===== config.mk =====
export PLATFORM = sky130hd
export DESIGN_NAME = uart_tx_stream
export DESIGN_NICKNAME = d
export VERILOG_FILES = /design/src/rtl/uart_tx_stream.sv
export SDC_FILE = /design/constraint.sdc
export NUM_CORES = 1
export LEC_CHECK = 0
export ABC_AREA = 1
export CORE_MARGIN = 2
export CORE_UTILIZATION = 55
export DETAILED_ROUTE_END_ITERATION = 8
export PLACE_DENSITY_LB_ADDON = 0.05
export SLEW_MARGIN = 20
export SYNTH_ARGS = -nofsm -noshare
export SYNTH_HDL_FRONTEND = slang
export SYNTH_SLANG_ARGS = --single-unit
export TNS_END_PERCENT = 10

===== constraint.sdc =====
create_clock -name clk -period 2.1 [get_ports clk]
set_clock_uncertainty 0.05 [all_clocks]
set_input_delay 0.525 -clock clk [delete_from_list [all_inputs] [get_ports clk]]
set_output_delay 0.525 -clock clk [all_outputs]
set_load 0.01 [all_outputs]

===== src/rtl/uart_tx_stream.sv =====
// Ready/valid byte stream to asynchronous serial line: start bit, data LSB first,
// optional parity bit, one or two stop bits. Word is latched on accept.
module uart_tx_stream #(
    parameter int DATA_W       = 8,
    parameter int CLKS_PER_BIT = 16,
    parameter int PARITY       = 0,
    parameter int STOP_BITS    = 1
) (
    input  logic              clk,
    input  logic              nrst,
    input  logic [DATA_W-1:0] s_data,
    input  logic              s_valid,
    output logic              s_ready,
    output logic              txd,
    output logic              busy
);

    if (DATA_W < 5 || DATA_W > 9) begin : g_bad_data_w
        $error("uart_tx_stream: DATA_W must be 5..9");
    end
    if (CLKS_PER_BIT < 2) begin : g_bad_clks
        $error("uart_tx_stream: CLKS_PER_BIT must be >= 2");
    end
    if (PARITY < 0 || PARITY > 2) begin : g_bad_parity
        $error("uart_tx_stream: PARITY must be 0, 1 or 2");
    end
    if (STOP_BITS < 1 || STOP_BITS > 2) begin : g_bad_stop
        $error("uart_tx_stream: STOP_BITS must be 1 or 2");
    end

    localparam int CW = (CLKS_PER_BIT > 2) ? $clog2(CLKS_PER_BIT) : 1;
    localparam int BW = (DATA_W > 2) ? $clog2(DATA_W) : 1;

    localparam logic [CW-1:0] CLK_LAST  = CW'(CLKS_PER_BIT - 1);
    localparam logic [BW-1:0] BIT_LAST  = BW'(DATA_W - 1);
    localparam logic [BW-1:0] STOP_LAST = BW'(STOP_BITS - 1);

    localparam logic [2:0] ST_IDLE   = 3'd0;
    localparam logic [2:0] ST_START  = 3'd1;
    localparam logic [2:0] ST_DATA   = 3'd2;
    localparam logic [2:0] ST_PARITY = 3'd3;
    localparam logic [2:0] ST_STOP   = 3'd4;

    localparam logic [2:0] ST_AFTER_DATA = (PARITY != 0) ? ST_PARITY : ST_STOP;

    logic [2:0]        state;
    logic [CW-1:0]     clk_cnt;
    logic [BW-1:0]     bit_cnt;
    logic [DATA_W-1:0] shift_reg;
    logic              par_bit;
    logic              par_calc;
    logic              accept;
    logic              bit_end;

    // Without parity the "parity" bit is 1, so the data->stop step can load it unconditionally.
    always_comb begin
        par_calc = 1'b1;
        if (PARITY == 2)      par_calc = ^s_data;
        else if (PARITY == 1) par_calc = ~^s_data;
    end

    assign s_ready = (state == ST_IDLE) && !nrst;
    assign busy    = (state != ST_IDLE);
    assign accept  = s_valid && s_ready;
    assign bit_end = (clk_cnt == CLK_LAST);

    always_ff @(posedge clk) begin
        if (nrst) begin
            state     <= ST_IDLE;
            txd       <= 1'b1;
            clk_cnt   <= '0;
            bit_cnt   <= '0;
            shift_reg <= '0;
            par_bit   <= 1'b0;
        end else begin
            case (state)
                ST_IDLE: begin
                    if (accept) begin
                        shift_reg <= s_data;
                        par_bit   <= par_calc;
                        state     <= ST_START;
                        txd       <= 1'b0;
                        clk_cnt   <= '0;
                        bit_cnt   <= '0;
                    end
                end
                ST_START: begin
                    if (bit_end) begin
                        clk_cnt   <= '0;
                        state     <= ST_DATA;
                        txd       <= shift_reg[0];
                        shift_reg <= shift_reg >> 1;
                    end else begin
                        clk_cnt <= clk_cnt + CW'(1);
                    end
                end
                ST_DATA: begin
                    if (bit_end) begin
                        clk_cnt <= '0;
                        if (bit_cnt == BIT_LAST) begin
                            bit_cnt <= '0;
                            state   <= ST_AFTER_DATA;
                            txd     <= par_bit;
                        end else begin
                            bit_cnt   <= bit_cnt + BW'(1);
                            txd       <= shift_reg[0];
                            shift_reg <= shift_reg >> 1;
                        end
                    end else begin
                        clk_cnt <= clk_cnt + CW'(1);
                    end
                end
                ST_PARITY: begin
                    if (bit_end) begin
                        clk_cnt <= '0;
                        state   <= ST_STOP;
                        txd     <= 1'b1;
                    end else begin
                        clk_cnt <= clk_cnt + CW'(1);
                    end
                end
                ST_STOP: begin
                    txd <= 1'b1;
                    if (bit_end) begin
                        clk_cnt <= '0;
                        if (bit_cnt == STOP_LAST) begin
                            bit_cnt <= '0;
                            state   <= ST_IDLE;
                        end else begin
                            bit_cnt <= bit_cnt + BW'(1);
                        end
                    end else begin
                        clk_cnt <= clk_cnt + CW'(1);
                    end
                end
                default: begin
                    state   <= ST_IDLE;
                    txd     <= 1'b1;
                    clk_cnt <= '0;
                    bit_cnt <= '0;
                end
            endcase
        end
    end

endmodule


==> qor.yml, run 1 <==
die:
  fp.dieW_um: 51.34
  die_h_um: 51.34
  io_pins: 14
  placement_rows: 17
  start_util_pct: 56.81
  core_area_mm2: 0.002170
  dieArea_mm2: 0.002635
timing:
  rsz0062_at_grt: "false"
  timing.final.ws_setup_ns: 0.05206
  fin_setup_tns_ns: 0
  post-route-period-util_pct: 97.52
  fmax_mhz: 488.3
  slew_violations: 0
  final_hold_viol_count: 0
  post-route-min-period_ns: 2.048
  setup_viol_count_final: 0
  slew_headroom_pct: 76.24
  worst_slew_pin_slew_ns: 0.3526
power_and_ir_drop:
  clockPowerShare_pct: 16.7
  intPower_mw: 1.079
  switchingPower_mw: 0.8193
  power_frac_seq_pct: 30.5
  sw_frac_of_total_pct: 43.16
  p_comb_share_pct: 52.8
  peakVddDrop_mv: 0.6778
  leakage_nw: 0.7475
  power.density_mw_per_mm2: 1280
global_routing:
  track_usage_pct: 23.45
  grt-ovfl-total: 0
  grt_pass1_vias: 1170
  grt_max_degree: 17
  grt_pass1_wl_um: 4809
  antenna_found_initial: 0
clock_network:
  cts_buffers: 3
  tritoncts: "built"
  clock-sinks: 20
  cts-htree-levels: 1
  clkLatencyLatePin_ns: 0.30
  clock_path_buffers: 2
  cts_setup_buffers: 0
  path_clk_slew_ns: 0.12
  cts-root-buf: "clkbuf_4"
critical_path:
  cp_max_fo: 7
  crit_path_start_kind: "flip-flop"
  worstPathRequired_ns: 1.52
  end_kind: "output port"
  rrSetupSlack_ns: 0.30
  worst_ep_arrival_time_ns: 1.47
  crit_type: "flip-flop to output port"
detailed_routing:
  wl_per_cell_um: 11.06
  wl_met3_um: 86
  avgViaCountPerCell: 5.069
  first_pass_iters: 4
  vias: 1242
  drt_iter0_markers: 21
  wl_met1_um: 1352
  ant_nets: 0
  drc: 0
  wl_um: 2709
  wl_met2_um: 1244
  highest_layer: "met4"
synth:
  synthFlopType: "dfxtp_1"
  synth_nets: 212
  ys_warn_count: 0
  ys_types: 25
  async_flop_share_pct: 0
  synth_area_mm2: 0.001232
  ys_seq_area_share_pct: 32.49
  syn_avg_cell_area_um2: 6.256
  ys_seq_elements: 20
  syn_inst: 197
  synth-edff-count: 0
layout:
  nNetsFinal: 233
  largest_reg_flops: 8
  nFillCells: 199
  area_growth_pct: 20.30
  drive_gt1_share_pct: 13.36
  antennaDiodeCount: 0
placement:
  gp_congestion: 0.8954
  dp_hpwl_um: 1961
  port_buffers: 13
  place_ws_ns: -0.1294
flow_run:
  drv_cap: 0
run_status:
  status: "complete, no violations"
min_path:
  hp-class: "flip-flop to flip-flop"
-- metrics by stage --
step | area [um2] | total power [mW] | hold slack, ns | utilization (%) | instances
2_1_floorplan | 1232 | 1.317 | 0.3768 | - | 197
3_3_place_gp | 1425 | 1.531 | 0.4040 | 65.69 | 241
3_5_place_dp | 1425 | 1.573 | 0.4100 | 65.69 | 241
4_1_cts | 1480 | 1.898 | 0.4288 | 68.22 | 245
5_1_grt | 1483 | 2.087 | 0.4678 | 68.34 | 245
6_report | 1483 | 1.898 | 0.4242 | 68.34 | 245
-- critical path: stages, from the launching register on --
cell and delay, ns:
dfxtp_4 0.41, inv_2 0.08, nand2_1 0.12, clkdlybuf4s50_1 0.55
-- final cells by class --
class                      instances  area, um2  area share [%]
clock buffer                       3      22.52           1.519
inverter                          21      78.83           5.316
timing repair buffer              20      181.4           12.24
clock inverter                     1      30.03           2.025
tap                               28      35.03           2.363
sequential                        20      406.6           27.43
multi-input combinational        152      728.2           49.11
-- cells in the mapped netlist, types with 2 or more instances --
library cell,count,area (um2)
nand2_1,66,247.7
inv_1,17,63.81
nand3_1,21,105.1
nor2_1,36,135.1
dfxtp_1,20,400.4
inv_2,4,15.01
nand2_4,2,22.52
ha_1,4,50.05
a21oi_1,5,25.02
o21ai_0,3,15.01
nand2_2,2,12.51
nor2_2,3,18.77
buf_2,2,10.01
-- what timing repair did --
item / in CTS / in global routing
hold buffers: 0 / 0
cloned: 0 / 0
endpoints found under the setup margin: 2 / 1
gates resized for setup: 4 / 1
-- path summary, 6_finish.rpt --
kind / startpoint / endpoint / cells after the start
hold / removal: par_bit$_SDFFE_PP0P_ / par_bit$_SDFFE_PP0P_ / 2
hold reg to reg: par_bit$_SDFFE_PP0P_ / par_bit$_SDFFE_PP0P_ / 2
setup reg to reg: clk_cnt[0]$_SDFFE_PP0P_ / bit_cnt[0]$_SDFFE_PP0P_ / 8
setup / recovery: state[2]$_SDFFE_PP0P_ / busy / 3
-- layer usage --
layer | up-vias | track usage (%)
met4 | 0 | 6.140
met2 | 26 | 40.04
li1 | 657 | -
met1 | 555 | 30.49
met5 | - | 0
met3 | 4 | 4.094
-- power groups by stage --
stage	clock network (mW)	registers, mW	logic [mW]
CTS	0.321	0.577	1.00
floorplan	0	0.566	0.751
detailed placement	0	0.582	0.991
finish	0.317	0.579	1.00
global placement	0	0.575	0.956
global route	0.333	0.593	1.16
-- cell usage in the layout (no fill, tap or decap), types with 2 or more instances in the layout --
cell and n:
a21oi_1 5, clkbuf_4 3, inv_1 17, nand2_1 66, nand2_2 2, inv_2 4
nand2_4 2, buf_4 7, o21ai_0 3, nor2_1 36, nor2_2 3, nand3_1 21
dfxtp_2 2, clkdlybuf4s50_1 12, ha_1 4, dfxtp_1 17
-- cell families after synthesis --
group                    count (synthesis)  share of synthesized area [%]
flip-flops                              20                          32.49
AO/OA/AOI/OAI                           14                          7.817
adder cells (fa/ha/maj)                  4                          4.061
XOR/XNOR                                 1                         0.7108
buffers and inverters                   25                          8.426
AND/OR/NAND/NOR                        133                          46.50
Power figures use the tool's default switching activity.
==> run 2, diff against run 1 <==
--- a/config.mk
+++ b/config.mk
@@ -7,7 +7,7 @@
 export LEC_CHECK = 0
 export ABC_AREA = 1
 export CORE_MARGIN = 2
-export CORE_UTILIZATION = 55
+export CORE_UTILIZATION = 59
 export DETAILED_ROUTE_END_ITERATION = 8
 export PLACE_DENSITY_LB_ADDON = 0.05
 export SLEW_MARGIN = 20
==> constraint.sdc (replaced) <==
create_clock -name clk -period 2.49 [get_ports clk]
set_clock_uncertainty 0.05 [all_clocks]
set_input_delay 0.6225 -clock clk [delete_from_list [all_inputs] [get_ports clk]]
set_output_delay 0.6225 -clock clk [all_outputs]
set_load 0.01 [all_outputs]
==> qor.yml, run 2 (synthesis results as in run 1) <==
die:
  dieArea_mm2: 0.002471  # -6.2%
  core_area_mm2: 0.001962  # -9.6%
  die_h_um: 49.71  # -3.2%
  placement_rows: 16  # -1
  io_pins: 14  # unchanged
  start_util_pct: 62.82  # +6.0 points
  fp.dieW_um: 49.71  # -3.2%
layout:
  nFillCells: 194  # -2.5%
  final_common_cell: "nand2_1"
  drive_gt1_share_pct: 9.479  # -3.9 points
  antennaDiodeCount: 0  # unchanged
  largest_reg_flops: 8  # unchanged
  nNetsFinal: 228  # -2.1%
  mostFrequentLayoutCells: "nand2_1, nor2_1, nand3_1"
  area_growth_pct: 14.72
  final_area_mm2: 0.001414  # -4.6%
critical_path:
  critPathBufInv: 2  # unchanged
  cp_top_family: "buffers and inverters"
  max_stage_delay_ns: 0.55  # about the same
  worst_ep_arrival_time_ns: 1.73  # +0.26 ns
  cp_max_fo: 2  # -5
  crit_chain: "clkdlybuf4s50_1 -> nor2_1 -> clkdlybuf4s50_1"
  slowest_stage: "clkdlybuf4s50_1"
  cp_common_cell: "clkdlybuf4s50_1"
  crit_type: "input port to output port"
  crit_path_start_kind: "input port"
  end_kind: "output port"
  worstPathRequired_ns: 1.82  # +0.30 ns
global_routing:
  track_usage_pct: 22.71  # -0.73 points
  grt_pass1_wl_um: 4381  # -8.9%
  grt_pass1_vias: 1080  # -7.7%
  antenna_found_initial: 0  # unchanged
  grt-ovfl-total: 0  # unchanged
  grt_max_degree: 18  # +1
clock_network:
  clock-sinks: 20  # unchanged
  cts_buffers: 3  # unchanged
  cts-htree-levels: 1  # unchanged
  cts-root-buf: "clkbuf_4"
  clkLatencyLatePin_ns: 0.30  # about the same
  path_clk_slew_ns: 0.11  # about the same
  clock_path_buffers: 2  # unchanged
  tritoncts: "built"
detailed_routing:
  wl_um: 2565  # -5.3%
  avgViaCountPerCell: 5.055  # -0.29%
  vias: 1203  # -3.1%
  drc: 0  # unchanged
  wl_per_cell_um: 10.78  # -2.5%
  ant_nets: 0  # unchanged
  drt_iter0_markers: 32  # +52%
  first_pass_iters: 4  # unchanged
power_and_ir_drop:
  peakVddDrop_mv: 0.5318  # -22%
  leakage_nw: 0.7077  # -5.3%
  power.density_mw_per_mm2: 1022  # -20%
timing:
  final_hold_viol_count: 0  # unchanged
  worst_slew_pin_slew_ns: 0.4436  # +0.09092 ns
  fmax_mhz: 417.0
  slew_violations: 0  # unchanged
  post-route-period-util_pct: 96.32
  setup_viol_count_final: 0  # unchanged
  fin_setup_tns_ns: 0  # unchanged
  post-route-min-period_ns: 2.398
  slew_headroom_pct: 70.36  # -5.9 points
  rsz0062_at_grt: "false"
placement:
  gp_congestion: 0.9086  # +1.5%
  port_buffers: 13  # unchanged
  dp_hpwl_um: 1934  # -1.4%
  placed_cell_area_mm2: 0.001386  # -2.7%
flow_run:
  drv_cap: 0  # unchanged
min_path:
  hp-class: "flip-flop to flip-flop"
run_status:
  status: "complete, no violations"
[run 2: changes by cell type in the layout (fill, tap and decap cells not counted), sizes merged]
cell,before,now
buf,7,2
bufinv,1,0
clkdlybuf4s50,12,13
dlygate4sd2,1,0
[run 2: cell type report]
class                           instances  area (um2)  area share, %
Tap cell                               27       33.78          2.389
Sequential cell                        20       400.4          28.32
Inverter                               21       78.83          5.575
Clock buffer                            3       22.52          1.593
Multi-Input combinational cell        152       733.2          51.86
Timing Repair Buffer                   15       145.1          10.27
[run 2: repair_timing]
action                                  CTS  global route
hold buffers                              0             0
endpoints found under the setup margin    0             1
setup buffers                             0             0
resized for setup                         0             1
[run 2: final timing paths]
| path | depth (start not counted) | end | slack [ns] | from |
|---|---|---|---|---|
| setup reg to reg | 9 | shift_reg[5]$_SDFFE_PP0P_ | 0.63 | state[1]$_SDFFE_PP0P_ |
| setup / recovery | 3 | s_ready | 0.09 | nrst |
| hold / removal | 2 | par_bit$_SDFFE_PP0P_ | 0.43 | par_bit$_SDFFE_PP0P_ |
| hold reg to reg | 2 | par_bit$_SDFFE_PP0P_ | 0.43 | par_bit$_SDFFE_PP0P_ |
[run 2: power by group]
part | total, mW | switching (mW) | internal, mW
logic | 0.801 | 0.497 | 0.304
clock network | 0.154 | 0.0980 | 0.0564
registers | 0.490 | 0.0765 | 0.414
[run 2: metal layers]
metal,GRT usage [%],part of all wire (%)
met4,11.11,1.4
met5,0,0
met1,28.38,48
met2,37.78,47
met3,3.636,3.7
[run 2: worst reg2reg max path: stages (launching register included)]
cell     delay (ns)
dfxtp_1        0.49
inv_2          0.09
nor2_2         0.16
nand2_1        0.31
nand2_4        0.24
nand2_4        0.07
nand3_4        0.18
nand2_1        0.09
nand2_1        0.06
nor2_1         0.04
[run 2: stage by stage]
step	hold slack (ns)	std cells	utilization (%)	power, mW	setup slack (ns)
3_5_place_dp	0.4166	235	70.66	1.288	0.08663
2_1_floorplan	0.3768	197	-	1.111	0.9028
3_3_place_gp	0.4132	235	70.66	1.252	0.09773
4_1_cts	0.4341	238	71.81	1.441	0.03220
6_report	0.4289	238	72.07	1.446	0.09171
5_1_grt	0.4647	238	72.07	1.588	0.02033
